File: config.mk
export PLATFORM = sky130hd
export DESIGN_NAME = mcu
export DESIGN_NICKNAME = d
export VERILOG_FILES = /design/src/rtl/mcu.sv
export SDC_FILE = /design/constraint.sdc
export NUM_CORES = 1
export LEC_CHECK = 0
export CORE_MARGIN = 2
export CORE_UTILIZATION = 39
export DETAILED_ROUTE_END_ITERATION = 7
export PLACE_DENSITY = 0.67
export SYNTH_ARGS = -nofsm -noshare
export SYNTH_HDL_FRONTEND = slang
export SYNTH_SLANG_ARGS = --single-unit
File: constraint.sdc
create_clock -name clk -period 6.4 [get_ports clk]
set_input_delay 0.96 -clock clk [delete_from_list [all_inputs] [get_ports clk]]
set_output_delay 0.96 -clock clk [all_outputs]
set_load 0.05 [all_outputs]
File: src/rtl/mcu.sv
// rtl/mcu.sv - memory control unit arbitrating the byte-wide unified RAM between IF and MEM
// MEM has priority and its multi-byte transfers run atomically; IF is stalled while MEM holds the port.
module mcu (
    input  logic        clk,
    input  logic        rst,
    input  logic        if_req_i,
    input  logic [31:0] if_addr_i,
    output logic [7:0]  if_data_o,
    output logic        if_stall_o,
    input  logic        mem_req_i,
    input  logic        mem_we_i,
    input  logic [1:0]  mem_len_i,
    input  logic [31:0] mem_addr_i,
    input  logic [31:0] mem_wdata_i,
    output logic [31:0] mem_rdata_o,
    output logic        mem_done_o,
    output logic        mem_stall_o,
    output logic [31:0] ram_addr_o,
    output logic        ram_wr_o,
    output logic [7:0]  ram_dout_o,
    input  logic [7:0]  ram_din_i
);

    typedef enum logic [1:0] {S_IDLE, S_MRD, S_MTAIL, S_MWR} state_t;

    state_t      r_state;
    logic [31:0] r_addr;
    logic [31:0] r_wdata;
    logic [1:0]  r_last;
    logic [1:0]  r_cnt;
    logic [31:0] r_asm;
    logic [31:0] r_rdata;
    logic        r_done;

    logic        w_grant;
    logic [1:0]  w_req_last;
    logic [1:0]  w_cnt_m1;
    logic [31:0] w_addr_cnt;
    logic [7:0]  w_wbyte;
    logic [31:0] w_asm_mrd;
    logic [31:0] w_asm_final;
    logic        w_unused;

    // IF always drives the port address when idle, so its request line carries no extra information
    assign w_unused    = if_req_i;

    assign w_grant     = (r_state == S_IDLE) && mem_req_i && !r_done && !rst;
    assign w_req_last  = (mem_len_i == 2'b00) ? 2'd0 : (mem_len_i == 2'b01) ? 2'd1 : 2'd3;
    assign w_cnt_m1    = r_cnt - 2'd1;
    assign w_addr_cnt  = r_addr + {30'd0, r_cnt};
    assign w_wbyte     = r_wdata[{r_cnt, 3'b000} +: 8];
    // Each read byte arrives one cycle after its address, hence the cnt-1 lane in MRD
    assign w_asm_mrd   = r_asm | ({24'd0, ram_din_i} << {w_cnt_m1, 3'b000});
    assign w_asm_final = r_asm | ({24'd0, ram_din_i} << {r_last, 3'b000});

    assign if_data_o   = ram_din_i;
    assign mem_rdata_o = r_rdata;
    assign mem_done_o  = r_done;
    assign mem_stall_o = mem_req_i && !r_done && !rst;

    always_comb begin
        ram_addr_o = 32'd0;
        ram_wr_o   = 1'b0;
        ram_dout_o = 8'd0;
        if_stall_o = 1'b0;
        if (!rst) begin
            case (r_state)
                S_IDLE: begin
                    if (w_grant) begin
                        ram_addr_o = mem_addr_i;
                        ram_wr_o   = mem_we_i;
                        ram_dout_o = mem_wdata_i[7:0];
                        if_stall_o = 1'b1;
                    end else begin
                        ram_addr_o = if_addr_i;
                    end
                end
                S_MRD: begin
                    ram_addr_o = w_addr_cnt;
                    if_stall_o = 1'b1;
                end
                S_MTAIL: begin
                    ram_addr_o = r_addr;
                    if_stall_o = 1'b1;
                end
                S_MWR: begin
                    ram_addr_o = w_addr_cnt;
                    ram_wr_o   = 1'b1;
                    ram_dout_o = w_wbyte;
                    if_stall_o = 1'b1;
                end
                default: begin
                    ram_addr_o = if_addr_i;
                end
            endcase
        end
    end

    always_ff @(posedge clk) begin
        if (rst) begin
            r_state <= S_IDLE;
            r_addr  <= 32'd0;
            r_wdata <= 32'd0;
            r_last  <= 2'd0;
            r_cnt   <= 2'd0;
            r_asm   <= 32'd0;
            r_rdata <= 32'd0;
            r_done  <= 1'b0;
        end else begin
            r_done <= 1'b0;
            case (r_state)
                S_IDLE: begin
                    if (w_grant) begin
                        r_addr  <= mem_addr_i;
                        r_wdata <= mem_wdata_i;
                        r_last  <= w_req_last;
                        r_cnt   <= 2'd1;
                        r_asm   <= 32'd0;
                        if (mem_we_i) begin
                            if (w_req_last == 2'd0) begin
                                r_done <= 1'b1;
                            end else begin
                                r_state <= S_MWR;
                            end
                        end else begin
                            r_state <= (w_req_last == 2'd0) ? S_MTAIL : S_MRD;
                        end
                    end
                end
                S_MRD: begin
                    r_asm <= w_asm_mrd;
                    r_cnt <= r_cnt + 2'd1;
                    if (r_cnt == r_last) begin
                        r_state <= S_MTAIL;
                    end
                end
                S_MTAIL: begin
                    r_rdata <= w_asm_final;
                    r_done  <= 1'b1;
                    r_state <= S_IDLE;
                end
                S_MWR: begin
                    r_cnt <= r_cnt + 2'd1;
                    if (r_cnt == r_last) begin
                        r_done  <= 1'b1;
                        r_state <= S_IDLE;
                    end
                end
                default: begin
                    r_state <= S_IDLE;
                end
            endcase
        end
    end

endmodule
==> reports/qor_table.md <==
| Group | Result | Value |
| --- | --- | --- |
| outcome | Run status | finished, final reports clean |
| place | Placement Setup Slack | 1.55 ns |
| grt | Pin count of the biggest net entering global routing | 89 |
| logic synthesis | Ys Warns | 0 |
| floorplan | Die X-Extent | 139 um |
| layout | Growth of design area from synthesis to finish | 34.3% |
| cts | CTS Buf Count | 17 |
| timing | # setup viols final | 0 |
| grt | Wire length of the first global-routing pass | 33.7 mm |
| layout | Footprint of the flip-flops and latches | 2700 um^2 |
| timing | Worst-Margin Slew | 0.945 ns |
| logic synthesis | Post-Syn Instances | 903 |
| setup path | Highest cell delay on the worst timing path | 0.88 ns |
| timing | Pins over their slew limit | 0 |
| floorplan | CORE AREA | 18000 um^2 |
| timing | Period minus WS final | 4.94 ns |
| timing | Final Skew | 0.00814 ns |
| flow run | Max-cap violations | 0 |
| logic synthesis | Share of synthesized flip-flops with an asynchronous set or reset | 0% |
| setup path | Critical-path maximum fanout | 16 |
| power and ir drop | Power density over the cells | 424 nW/um^2 |
| timing | Max-Slew Margin vs Limit | 37.0% |
| floorplan | Total I/O pin count | 195 |
| place | Placement-stage cell area | 8990 um^2 |
| drt | Starting DRC count in detailed routing | 513 |
| layout | Fraction of layout instances using a drive strength above 1 | 7.54% |
| logic synthesis | Number of flops mapped to enable cells by yosys | 0 |
| logic synthesis | Top area cells in the synthesized netlist | sky130_fd_sc_hd__dfxtp_1, sky130_fd_sc_hd__nand2_1, sky130_fd_sc_hd__a21oi_1 |
| setup path | Family of cells with the greatest summed delay on the critical path | simple AND/OR/NAND/NOR gates |
| grt | Total GRT Usage | 21.4% |
| logic synthesis | Top FF cell, synth | sky130_fd_sc_hd__dfxtp_1 |
| cts | CTS-repair resized insts | 0 |
| timing | Worst path setup slack after routing | 1.46 ns |
| place | RD Place Congestion | 0.795 |
| layout | Utilization after layout | 53.3% |
| place | Placed wire-length estimate after detailed placement | 13.7 mm |
| timing | RSZ-0062 raised after global routing | no |
| drt | Post-route DRC violation count | 0 |
| logic synthesis | Number of distinct library cell variants in the gate-level netlist after synthesis | 76 |
| grt | Global route total overflow | 0 |
| setup path | CP Launch Type | flop |
| logic synthesis | Cell type with the highest aggregate area in the netlist | sky130_fd_sc_hd__dfxtp_1 |
| power and ir drop | Power, Total | 4.06 mW |
| cts | CTS tree | done |
| drt | Total number of vias | 6995 |
| cts | Clock sink total | 135 |
| setup path | Critical path class | flop to output port |
| hold path | Worst min path class | flop to flop |
| cts | Cts hold-fix bufs | 0 |
| layout | Multi-input logic area | 3980 um^2 |
| cts | Clock root buffer | sky130_fd_sc_hd__clkbuf_16 |
| setup path | CP Data Required Time | 5.44 ns |
| logic synthesis | Avg Cell Area, Syn | 7.89 um^2 |
| setup path | Cell Chain, Critical Path | fa_1 > nand4_1 > nor4_4 > and2_4 > a21oi_2 > a221oi_2 > clkdlybuf4s50_1 |
| power and ir drop | Peak supply drop | 0.253 mV |
| power and ir drop | Leakage power total | 3.47 nW |
| layout | Net count, final | 1154 |
| setup path | CP Capture Type | output port |
| drt | Final routed wire length divided by cell count | 16.5 um |
| grt | Via count of the first global-routing pass | 6375 |
| cts | # Post-CTS Setup Buffers | 0 |
| cts | Clock latency at the later pin of the worst-skew pair | 0.43 ns |
| drt | Drt first pass iters | 5 |
| grt | Initial antenna violation count | 1 |
| cts | Maximum number of buffers from clock root to sink | 2 |
| setup path | Worst path buffer plus inverter count | 1 |
| floorplan | Initial core utilization | 39.6% |
| logic synthesis | Ranking of synthesized cells by instance count | sky130_fd_sc_hd__nand2_1, sky130_fd_sc_hd__dfxtp_1, sky130_fd_sc_hd__a21oi_1, sky130_fd_sc_hd__nor2_1, sky130_fd_sc_hd__a211oi_1 |
| logic synthesis | Net count after synthesis | 1022 |
| setup path | Max stage delay cell, worst path | sky130_fd_sc_hd__dfxtp_1 |
| layout | Filler cell count | 1735 |
| place | Count of input and output buffers | 193 |
| floorplan | Count of standard-cell rows | 49 |
| timing | Sum of negative setup slack | 0 ns |
| logic synthesis | Fraction of the yosys area taken by sequential cells | 37.9% |
| logic synthesis | Share of Yosys cell area claimed by the top area cell type | 37.9% |
| logic synthesis | Cell area after synthesis | 7120 um^2 |
| timing | Peak Freq | 0.202 GHz |
| floorplan | Total Die Area | 19400 um^2 |
| timing | Share of the clock period used by the worst path after layout | 77.2% |
| timing | Hold violation count in the final report | 0 |
| floorplan | Die extent in y | 139 um |
| layout | Summed area of non-filler cells in the final layout | 9570 um^2 |
| drt | Detail-routed via count per cell | 5.47 |
| cts | Clock-pin slew of the registers on the worst-case setup and hold paths | 0.06 ns |
| setup path | Arrival time reported for the critical path endpoint | 3.98 ns |
| logic synthesis | Number of synthesized register bits | 135 |
| cts | Number of H-tree levels | 4 |
| logic synthesis | Library cell with the highest instance count after synthesis | sky130_fd_sc_hd__nand2_1 |
| drt | Routed Antenna Nets | 0 |
| drt | Post-Route WL | 21.0 mm |
layout make-up:
type                    count  share of cell area [%]
diodes                      1                  0.0262
clock buffers              18                    4.49
clock inverters            14                    1.50
inverters                   5                   0.196
multi-input cells         673                    41.6
flip-flops and latches    135                    28.3
well taps                 229                    3.00
repair buffers            203                    21.0
through the flow:
step	hold slack [ns]	std cells
2_1_floorplan	0.433	903
3_3_place_gp	0.443	1245
3_5_place_dp	0.450	1245
4_1_cts	0.458	1277
5_1_grt	0.475	1278
6_report	0.458	1278
where the power goes:
part / switching (mW) / internal, mW
clock: 0.415 / 0.544
sequential: 0.106 / 0.987
combinational: 1.32 / 0.686
total: 1.84 / 2.22
flip-flops by register name, indices dropped and copies added, names as in the netlist:
signal	cells
r_last	2
mem_done_o	1
r_asm	32
r_state	2
mem_rdata_o	32
r_addr	32
r_wdata	32
r_cnt	2
logic make-up after synthesis:
group | share of synthesized area, %
buffers and inverters | 6.92
xor gates and xnor gates | 0.738
and+or+nand+nor | 25.1
muxes | 3.58
adders and majority gates | 1.51
AOI/OAI and AO/OA | 24.2
DFF | 37.9
tightest hold or removal path, delay by kind of cell (launching register included):
kind | cells | cell delay (ns)
AO/OA/AOI/OAI | 1 | 0.05
flip-flops | 1 | 0.31
AND/OR/NAND/NOR | 1 | 0.05
placed cells by master, fill, tap and decap left out, types with 4 or more instances in the layout:
master                            instances
sky130_fd_sc_hd__a311oi_1                18
sky130_fd_sc_hd__nor2_1                  92
sky130_fd_sc_hd__nand2_1                181
sky130_fd_sc_hd__a31oi_1                 13
sky130_fd_sc_hd__ha_1                     5
sky130_fd_sc_hd__a21oi_1                134
sky130_fd_sc_hd__and3_1                   4
sky130_fd_sc_hd__nand3_1                 10
sky130_fd_sc_hd__a211oi_1                39
sky130_fd_sc_hd__nor4_1                   5
sky130_fd_sc_hd__inv_6                    4
sky130_fd_sc_hd__o21ai_0                 14
sky130_fd_sc_hd__nand2b_1                 5
sky130_fd_sc_hd__buf_4                   11
sky130_fd_sc_hd__mux4_2                   8
sky130_fd_sc_hd__dfxtp_1                135
sky130_fd_sc_hd__nand4_1                  8
sky130_fd_sc_hd__o21a_1                  11
sky130_fd_sc_hd__nor2b_1                  4
sky130_fd_sc_hd__a21boi_0                 6
sky130_fd_sc_hd__and2_1                   4
sky130_fd_sc_hd__clkinvlp_4               5
sky130_fd_sc_hd__clkdlybuf4s50_1        192
sky130_fd_sc_hd__nor3_1                   8
sky130_fd_sc_hd__a221oi_1                 9
sky130_fd_sc_hd__nand3b_1                25
sky130_fd_sc_hd__clkbuf_16               17
sky130_fd_sc_hd__inv_1                    5
metal layers:
metal / GRT usage [%] / wire [um] / vias to the layer above
li1: - / - / 3480
met1: 29.9 / 9920 / 3257
met2: 33.1 / 9490 / 236
met3: 5.18 / 1330 / 22
met4: 5.90 / 298 / 0
met5: 0 / 0 / -
path summary, 6_finish.rpt:
path              slack [ns]             end  cells past startpoint       start
hold / removal          0.46      r_wdata[6]                      2  r_wdata[6]
setup / recovery        1.46  ram_addr_o[22]                      7    r_cnt[1]
setup reg to reg        3.62       r_asm[26]                      7  r_state[0]
hold reg to reg         0.46      r_wdata[6]                      2  r_wdata[6]
Power figures use the tool's default switching activity.
